--- src/rtl/lvds_video_pkg.sv ---
// rtl/lvds_video_pkg.sv - shared 21-bit LVDS word map, lock FSM states and counter width
package lvds_video_pkg;

  localparam int CNT_W_DEF = 11;

  // Bit positions inside the 21-bit deserialized word (shared with the transmitter)
  localparam int BIT_B2 = 20;
  localparam int BIT_B3 = 19;
  localparam int BIT_B4 = 18;
  localparam int BIT_B5 = 17;
  localparam int BIT_HS = 16;
  localparam int BIT_VS = 15;
  localparam int BIT_DE = 14;
  localparam int BIT_G1 = 13;
  localparam int BIT_G2 = 12;
  localparam int BIT_G3 = 11;
  localparam int BIT_G4 = 10;
  localparam int BIT_G5 = 9;
  localparam int BIT_B0 = 8;
  localparam int BIT_B1 = 7;
  localparam int BIT_R0 = 6;
  localparam int BIT_R1 = 5;
  localparam int BIT_R2 = 4;
  localparam int BIT_R3 = 3;
  localparam int BIT_R4 = 2;
  localparam int BIT_R5 = 1;
  localparam int BIT_G0 = 0;

  typedef enum logic [1:0] {
    ST_SEARCH  = 2'd0,
    ST_MEASURE = 2'd1,
    ST_LOCKED  = 2'd2
  } lock_state_e;

endpackage

--- src/rtl/lvds_video_decoder_meas.sv ---
// rtl/lvds_video_decoder_meas.sv - sync edge detection, per-frame timing counters and consistency flag
module lvds_timing_meas #(
  parameter int CNT_W = 11
) (
  input  logic             clk,
  input  logic             rst,
  input  logic             hs_i,
  input  logic             vs_i,
  input  logic             de_i,
  input  logic             hs_prev_i,
  input  logic             vs_prev_i,
  input  logic             de_prev_i,
  output logic             vs_fall_o,
  output logic             de_rise_o,
  output logic             de_fall_o,
  output logic             done_o,
  output logic             frm_ok_o,
  output logic [CNT_W-1:0] frm_width_o,
  output logic [CNT_W-1:0] frm_htot_o,
  output logic [CNT_W-1:0] frm_height_o,
  output logic [CNT_W-1:0] frm_vtot_o
);

  localparam logic [CNT_W-1:0] CMAX = '1;
  localparam logic [CNT_W-1:0] ONE  = CNT_W'(1);

  function automatic logic [CNT_W-1:0] sat_inc(input logic [CNT_W-1:0] v);
    return (v == CMAX) ? v : v + 1'b1;
  endfunction

  logic vs_fall, de_rise, de_fall, hs_fall;
  logic [CNT_W-1:0] run_q, run_d, hcnt_q, hcnt_d, height_q, height_d, vtot_q, vtot_d;
  logic [CNT_W-1:0] ref_w_q, ref_w_d, ref_h_q, ref_h_d;
  logic have_w_q, have_w_d, have_h_q, have_h_d, seen_q, seen_d, bad_q, bad_d;
  logic done_q, ok_q;
  logic [CNT_W-1:0] fw_q, fh_q, fht_q, fvt_q;

  assign vs_fall = vs_prev_i & ~vs_i;
  assign de_rise = de_i & ~de_prev_i;
  assign de_fall = de_prev_i & ~de_i;
  assign hs_fall = hs_prev_i & ~hs_i;

  always_comb begin
    run_d    = run_q;
    hcnt_d   = sat_inc(hcnt_q);
    height_d = height_q;
    vtot_d   = vtot_q;
    ref_w_d  = ref_w_q;
    ref_h_d  = ref_h_q;
    have_w_d = have_w_q;
    have_h_d = have_h_q;
    seen_d   = seen_q;
    bad_d    = bad_q;
    if (de_rise) begin
      run_d  = ONE;
      hcnt_d = ONE;
    end else if (de_i) begin
      run_d = sat_inc(run_q);
    end
    // A line closing on the vs_fall cycle still belongs to the ending frame
    if (de_fall) begin
      if (run_q == CMAX) bad_d = 1'b1;
      if (!have_w_q) begin
        ref_w_d  = run_q;
        have_w_d = 1'b1;
      end else if (run_q != ref_w_q) begin
        bad_d = 1'b1;
      end
    end
    if (de_rise && !vs_fall) begin
      if (height_q == CMAX) bad_d = 1'b1;
      height_d = sat_inc(height_q);
      seen_d   = 1'b1;
      if (seen_q) begin
        if (hcnt_q == CMAX) bad_d = 1'b1;
        if (!have_h_q) begin
          ref_h_d  = hcnt_q;
          have_h_d = 1'b1;
        end else if (hcnt_q != ref_h_q) begin
          bad_d = 1'b1;
        end
      end
    end
    if (hs_fall) begin
      if (vtot_q == CMAX) bad_d = 1'b1;
      vtot_d = sat_inc(vtot_q);
    end
  end

  always_ff @(posedge clk) begin
    if (!rst) begin
      run_q <= '0; hcnt_q <= '0; height_q <= '0; vtot_q <= '0;
      ref_w_q <= '0; ref_h_q <= '0;
      have_w_q <= 1'b0; have_h_q <= 1'b0; seen_q <= 1'b0; bad_q <= 1'b0;
      done_q <= 1'b0; ok_q <= 1'b0;
      fw_q <= '0; fh_q <= '0; fht_q <= '0; fvt_q <= '0;
    end else if (vs_fall) begin
      done_q   <= 1'b1;
      ok_q     <= !bad_d && (height_d != '0);
      fw_q     <= ref_w_d;
      fht_q    <= ref_h_d;
      fh_q     <= height_d;
      fvt_q    <= vtot_d;
      run_q    <= run_d;
      hcnt_q   <= hcnt_d;
      height_q <= de_rise ? ONE : '0;
      seen_q   <= de_rise;
      vtot_q   <= '0;
      ref_w_q  <= '0;
      ref_h_q  <= '0;
      have_w_q <= 1'b0;
      have_h_q <= 1'b0;
      bad_q    <= 1'b0;
    end else begin
      done_q   <= 1'b0;
      run_q    <= run_d;
      hcnt_q   <= hcnt_d;
      height_q <= height_d;
      vtot_q   <= vtot_d;
      ref_w_q  <= ref_w_d;
      ref_h_q  <= ref_h_d;
      have_w_q <= have_w_d;
      have_h_q <= have_h_d;
      seen_q   <= seen_d;
      bad_q    <= bad_d;
    end
  end

  assign vs_fall_o    = vs_fall;
  assign de_rise_o    = de_rise;
  assign de_fall_o    = de_fall;
  assign done_o       = done_q;
  assign frm_ok_o     = ok_q;
  assign frm_width_o  = fw_q;
  assign frm_htot_o   = fht_q;
  assign frm_height_o = fh_q;
  assign frm_vtot_o   = fvt_q;

endmodule

--- src/rtl/lvds_video_decoder.sv ---
// rtl/lvds_video_decoder.sv - LVDS 21-bit word unpack, pixel coordinates and frame-timing lock
// Optional per-pixel colour check and pix_err_cnt port under `PIXEL_CHECK_EN.
module lvds_video_decoder
  import lvds_video_pkg::*;
#(
  parameter int CNT_W          = CNT_W_DEF,
  parameter int LOCK_FRAMES    = 2,
  parameter int TIMEOUT_CYCLES = 2000000
`ifdef PIXEL_CHECK_EN
  ,
  parameter logic [5:0] EXP_R = 6'd63,
  parameter logic [5:0] EXP_G = 6'd0,
  parameter logic [5:0] EXP_B = 6'd0
`endif
) (
  input  logic             clk,
  input  logic             rst,
  input  logic [20:0]      datain,
  output logic [5:0]       red_o,
  output logic [5:0]       green_o,
  output logic [5:0]       blue_o,
  output logic             hsync_o,
  output logic             vsync_o,
  output logic             de_o,
  output logic [CNT_W-1:0] pix_x,
  output logic [CNT_W-1:0] pix_y,
  output logic             frame_start,
  output logic             locked,
  output logic [CNT_W-1:0] active_width,
  output logic [CNT_W-1:0] active_height,
  output logic [CNT_W-1:0] h_total,
  output logic [CNT_W-1:0] v_total
`ifdef PIXEL_CHECK_EN
  ,
  output logic [15:0]      pix_err_cnt
`endif
);

  localparam logic [7:0]      LOCK_N  = 8'(LOCK_FRAMES);
  localparam int              TO_W    = $clog2(TIMEOUT_CYCLES + 1);
  localparam logic [TO_W-1:0] TO_LAST = TO_W'(TIMEOUT_CYCLES - 1);

  logic [5:0] r_in, g_in, b_in;
  logic hs_in, vs_in, de_in;
  logic [5:0] r_q, g_q, b_q;
  logic hs_q, vs_q, de_q, fs_q;
  logic [CNT_W-1:0] px_q, py_q;
  logic vs_fall, de_rise, de_fall, done, frm_ok;
  logic [CNT_W-1:0] frm_w, frm_ht, frm_h, frm_vt;

  assign r_in  = {datain[BIT_R5], datain[BIT_R4], datain[BIT_R3],
                  datain[BIT_R2], datain[BIT_R1], datain[BIT_R0]};
  assign g_in  = {datain[BIT_G5], datain[BIT_G4], datain[BIT_G3],
                  datain[BIT_G2], datain[BIT_G1], datain[BIT_G0]};
  assign b_in  = {datain[BIT_B5], datain[BIT_B4], datain[BIT_B3],
                  datain[BIT_B2], datain[BIT_B1], datain[BIT_B0]};
  assign hs_in = datain[BIT_HS];
  assign vs_in = datain[BIT_VS];
  assign de_in = datain[BIT_DE];

  lvds_timing_meas #(.CNT_W(CNT_W)) u_meas (
    .clk          (clk),
    .rst          (rst),
    .hs_i         (hs_in),
    .vs_i         (vs_in),
    .de_i         (de_in),
    .hs_prev_i    (hs_q),
    .vs_prev_i    (vs_q),
    .de_prev_i    (de_q),
    .vs_fall_o    (vs_fall),
    .de_rise_o    (de_rise),
    .de_fall_o    (de_fall),
    .done_o       (done),
    .frm_ok_o     (frm_ok),
    .frm_width_o  (frm_w),
    .frm_htot_o   (frm_ht),
    .frm_height_o (frm_h),
    .frm_vtot_o   (frm_vt)
  );

  always_ff @(posedge clk) begin
    if (!rst) begin
      r_q <= '0; g_q <= '0; b_q <= '0;
      hs_q <= 1'b1; vs_q <= 1'b1; de_q <= 1'b0; fs_q <= 1'b0;
      px_q <= '0; py_q <= '0;
    end else begin
      r_q  <= r_in;
      g_q  <= g_in;
      b_q  <= b_in;
      hs_q <= hs_in;
      vs_q <= vs_in;
      de_q <= de_in;
      fs_q <= vs_fall;
      if (de_rise) px_q <= '0;
      else if (de_in && px_q != '1) px_q <= px_q + 1'b1;
      if (vs_fall) py_q <= '0;
      else if (de_fall && py_q != '1) py_q <= py_q + 1'b1;
    end
  end

  lock_state_e state_q;
  logic [7:0] match_q, match_nx;
  logic [TO_W-1:0] to_q;
  logic locked_q, same_ref;
  logic [CNT_W-1:0] ref_w_q, ref_h_q, ref_ht_q, ref_vt_q;
  logic [CNT_W-1:0] act_w_q, act_h_q, act_ht_q, act_vt_q;

  assign same_ref = (frm_w == ref_w_q) && (frm_h == ref_h_q) &&
                    (frm_ht == ref_ht_q) && (frm_vt == ref_vt_q);

  always_comb begin
    match_nx = '0;
    if (frm_ok) match_nx = same_ref ? match_q + 8'd1 : 8'd1;
  end

  // Frame verdicts arrive on done, one cycle after the vs_fall that closed the frame
  always_ff @(posedge clk) begin
    if (!rst) begin
      state_q <= ST_SEARCH; match_q <= '0; to_q <= '0; locked_q <= 1'b0;
      ref_w_q <= '0; ref_h_q <= '0; ref_ht_q <= '0; ref_vt_q <= '0;
      act_w_q <= '0; act_h_q <= '0; act_ht_q <= '0; act_vt_q <= '0;
    end else if (!vs_fall && to_q == TO_LAST) begin
      state_q <= ST_SEARCH; match_q <= '0; to_q <= '0; locked_q <= 1'b0;
      act_w_q <= '0; act_h_q <= '0; act_ht_q <= '0; act_vt_q <= '0;
    end else begin
      to_q <= vs_fall ? '0 : to_q + 1'b1;
      if (done) begin
        if (state_q == ST_SEARCH) begin
          state_q <= ST_MEASURE;
          match_q <= '0;
        end else if (!(state_q == ST_LOCKED && frm_ok && same_ref)) begin
          match_q <= match_nx;
          if (frm_ok && !same_ref) begin
            ref_w_q <= frm_w; ref_h_q <= frm_h; ref_ht_q <= frm_ht; ref_vt_q <= frm_vt;
          end
          if (frm_ok && match_nx >= LOCK_N) begin
            state_q  <= ST_LOCKED;
            locked_q <= 1'b1;
            act_w_q  <= frm_w; act_h_q <= frm_h; act_ht_q <= frm_ht; act_vt_q <= frm_vt;
          end else begin
            state_q  <= ST_MEASURE;
            locked_q <= 1'b0;
          end
        end
      end
    end
  end

`ifdef PIXEL_CHECK_EN
  logic [15:0] err_q;
  logic pix_bad;
  assign pix_bad = locked_q && de_in && ((r_in != EXP_R) || (g_in != EXP_G) || (b_in != EXP_B));

  // Completed-frame count is held on the frame_start cycle, then restarts
  always_ff @(posedge clk) begin
    if (!rst) err_q <= '0;
    else if (vs_fall) err_q <= err_q;
    else if (fs_q) err_q <= {15'd0, pix_bad};
    else if (pix_bad && err_q != 16'hFFFF) err_q <= err_q + 16'd1;
  end
  assign pix_err_cnt = err_q;
`endif

  assign red_o         = r_q;
  assign green_o       = g_q;
  assign blue_o        = b_q;
  assign hsync_o       = hs_q;
  assign vsync_o       = vs_q;
  assign de_o          = de_q;
  assign pix_x         = px_q;
  assign pix_y         = py_q;
  assign frame_start   = fs_q;
  assign locked        = locked_q;
  assign active_width  = act_w_q;
  assign active_height = act_h_q;
  assign h_total       = act_ht_q;
  assign v_total       = act_vt_q;

endmodule

--- config.mk ---
export PLATFORM = sky130hd
export DESIGN_NAME = lvds_video_decoder
export DESIGN_NICKNAME = d
export VERILOG_FILES = /design/src/rtl/lvds_video_pkg.sv /design/src/rtl/lvds_video_decoder_meas.sv /design/src/rtl/lvds_video_decoder.sv
export SDC_FILE = /design/constraint.sdc
export NUM_CORES = 1
export LEC_CHECK = 0
export CORE_MARGIN = 1
export CORE_UTILIZATION = 43
export DETAILED_ROUTE_END_ITERATION = 8
export GPL_ROUTABILITY_DRIVEN = 0
export SYNTH_ARGS = -nofsm -noshare
export SYNTH_HDL_FRONTEND = slang
export SYNTH_SLANG_ARGS = --single-unit
--- constraint.sdc ---
create_clock -name clk -period 5 [get_ports clk]
set_clock_uncertainty 0.05 [all_clocks]
set_input_delay 1 -clock clk [delete_from_list [all_inputs] [get_ports clk]]
set_output_delay 1 -clock clk [all_outputs]
set_load 0.01 [all_outputs]
==> reports/results.ini <==
[floorplanning]
die_area_um2=28100
die_h_um=168
die_w_um=168
fp-row-count=60
ioPinCount=112
core_area_um2=27000
initial_core_util=0.437

[setup_path]
crit_arrival_ns=3.53
reg2reg_depth=7
end_kind=register
timing.setup.critical_path_class=in2reg
worstReg2RegStart=u_meas.frm_vtot_o[2]
crit_path_max_incr_delay_ns=0.79
required_ns=5.38
slowest_stage=clkdlybuf4s50_1
critPathTopFamily=simple AND/OR/NAND/NOR gates
path_cells=clkdlybuf4s50_1, nand2b_1, nor4_1, mux2i_1, o21ai_0, a211oi_1, a32oi_1
path_max_fanout=15
crit_buf_inv=1
r2r-end=h_total[7]
r2r_slack_ns=1.86
critPathLaunchType=input pin

[synth]
syn-num-nets=1329
syn_area_per_cell_um2=9.08
synthesis.area_um2=11800
ys_types=58
synth_cells=1298
yosysWarnings=0
synth_flop_cell=dfxtp_1
synthTopCellsByArea=dfxtp_1 (47%), mux2i_1 (10%), nand2_1 (8.6%)
synth_seq_area_share=0.474
async_reset_ff_frac=0
yosys.area.top_type=dfxtp_1
synth_enable_flop_cells=0
ys_ff_latch=279
yosysTopAreaCellShare=0.474

[sta]
post-route-worst-setup-slack_ns=1.85
fmax_ghz=0.317
setup_viol=0
period_minus_slack_ns=3.15
finalCritPeriodShare=0.630
finalHoldViolations=0
drv_slew=0
rsz0062_at_grt=false
setup-tns-final_ns=0
relSlewSlack=0.282
worst_pin_slew_ns=1.07

[hold_path]
min-delay-start=to_q[0]
hold_path.class=reg2reg
hold-path-cell-count=1
hold-path-endpoint=to_q[0]

[cts]
numCtsBuffers=31
cts_sinks=279
clockBufferDepth=3
cts_tree=built
cts_resized=0
path_clk_slew_ns=0.06
hold_buffers=0
post_cts_buffers=0
clkLatencyLatePin_ns=0.56
htreeDepth=1
root_buffer=clkbuf_16

[grt]
grt_pass1_wl_um=43600
grt_max_degree=77
grt-ovfl-total=0
grt_pass1_vias=8417
antenna_found_initial=0
grtUsageTotal=0.189

[final_layout]
syn_to_final_growth_pct=18.9
mostFrequentLayoutCells=dfxtp_1 (279), nand2_1 (270), mux2i_1 (119)
fin_area_um2=14000
layout_commonest_cell=dfxtp_1
layout-drive-gt1-share=0.0520
n_antenna_cell=0
fillers=2527
final_cells=1746
layout.nets=1412
final_util=0.520

[placed_design]
place_hpwl_um=17900
numPortBuffers=111
place_ws_ns=1.30
placed_cells=1689
dpl_cell_area_um2=13000

[routing]
first_pass_iters=4
via_count=8898
drtAntennaViolNets=0
drc=0
postRouteWirelength_um=26100
wire_per_inst_um=15.0
first_iter_violations=526
vias_per_cell=5.10

[pwr]
ir_worst_vdd_mv=0.232
p_leak_nw=5.49
power_density_nw_per_um2=336

[job]
cap_viol_max_count=0

[status]
status=finished clean

==> worst max-delay path by stage <==
stage / startpoint / end / slack, ns / cells past startpoint
after floorplan: datain[15] / active_height[10] / 2.29 / 10
after global placement: datain[14] / u_meas.frm_ok_o / 1.41 / 7
after detailed placement: datain[14] / u_meas.frm_ok_o / 1.30 / 7
after CTS: u_meas.frm_vtot_o[2] / h_total[7] / 1.76 / 7
after global routing: datain[14] / u_meas.frm_htot_o[5] / 1.63 / 5
final: datain[14] / u_meas.frm_ok_o / 1.85 / 7
==> stage by stage <==
| step | hold WS (ns) | power (mW) |
|---|---|---|
| 2_1_floorplan | 0.363 | 2.42 |
| 3_3_place_gp | 0.371 | 2.48 |
| 3_5_place_dp | 0.386 | 2.48 |
| 4_1_cts | 0.400 | 4.78 |
| 5_1_grt | 0.423 | 4.89 |
| 6_report | 0.395 | 4.71 |
==> kinds of logic (layout without fill, tap and decap cells) <==
kind of cell | after synthesis | count (layout) | share of synthesized area
AND/OR/NAND/NOR | 557 | 557 | 0.216
flip-flops | 279 | 279 | 0.474
XOR/XNOR | 134 | 134 | 0.0996
AO/OA/AOI/OAI | 120 | 120 | 0.0600
multiplexers | 120 | 120 | 0.102
buffers and inverters | 80 | 187 | 0.0401
adder cells (fa/ha/maj) | 8 | 8 | 0.00849
==> flip-flops by register name, indices dropped and copies added, names as in the netlist, 8 cells and up <==
register / cells
u_meas.frm_height_o: 11
ref_vt_q: 11
u_meas.frm_vtot_o: 11
ref_h_q: 11
u_meas.height_q: 11
to_q: 21
active_width: 11
u_meas.vtot_q: 11
u_meas.hcnt_q: 11
pix_y: 11
h_total: 11
u_meas.ref_h_q: 11
u_meas.frm_width_o: 11
ref_ht_q: 11
match_q: 8
u_meas.frm_htot_o: 11
u_meas.ref_w_q: 11
pix_x: 11
ref_w_q: 11
u_meas.run_q: 11
active_height: 11
v_total: 11
==> report_power, final <==
part           total [mW]  leakage [nW]  internal [mW]  switching (mW)
logic               0.171          2.72         0.0656           0.105
clock network        2.27         0.517           1.38           0.891
registers            2.26          2.26           2.24          0.0192
total                4.71          5.49           3.69            1.02
==> cell type report <==
cell class	count	area (µm²)	area share
Timing Repair Buffer	119	1180	0.0843
Inverter	11	41.3	0.00295
Sequential cell	279	5590	0.398
Tap cell	341	427	0.0304
Clock inverter	10	106	0.00759
Clock buffer	47	936	0.0668
Multi-Input combinational cell	939	5740	0.410
==> metal layers <==
layer	wire length, µm	global-route usage	up-vias
met3	1260	0.0286	49
met2	11200	0.294	170
met4	817	0.0658	0
li1	-	-	4535
met5	0	0	-
met1	12800	0.265	4144
==> cells in the mapped netlist, types with 3 or more instances <==
| cell | number |
|---|---|
| dfxtp_1 | 279 |
| nand2_1 | 271 |
| mux2i_1 | 119 |
| nor2_1 | 109 |
| xor2_1 | 87 |
| o21ai_0 | 60 |
| xnor2_1 | 47 |
| clkbuf_1 | 42 |
| nand4_1 | 32 |
| and2_1 | 29 |
| nand3_1 | 27 |
| a21oi_1 | 25 |
| and3_1 | 20 |
| nor4_1 | 16 |
| and4_1 | 11 |
| inv_1 | 11 |
| nor3_1 | 10 |
| ha_1 | 8 |
| nor2b_1 | 8 |
| clkbuf_8 | 7 |
| nand2b_1 | 6 |
| buf_2 | 5 |
| buf_6 | 5 |
| o31ai_1 | 5 |
| or3_1 | 5 |
| a31oi_1 | 4 |
| buf_8 | 4 |
| a211oi_1 | 3 |
| a21boi_0 | 3 |
| buf_1 | 3 |
==> worst reg2reg max path: stages, from the launching register on <==
cell and delay, ns:
dfxtp_1 0.36, xor2_1 0.18, nor4_1 0.64, nand4_1 0.34, nor4_2 0.42, nand3_2 0.36
buf_4 0.44, mux2i_1 0.23
(Power assumes the default switching activity.)
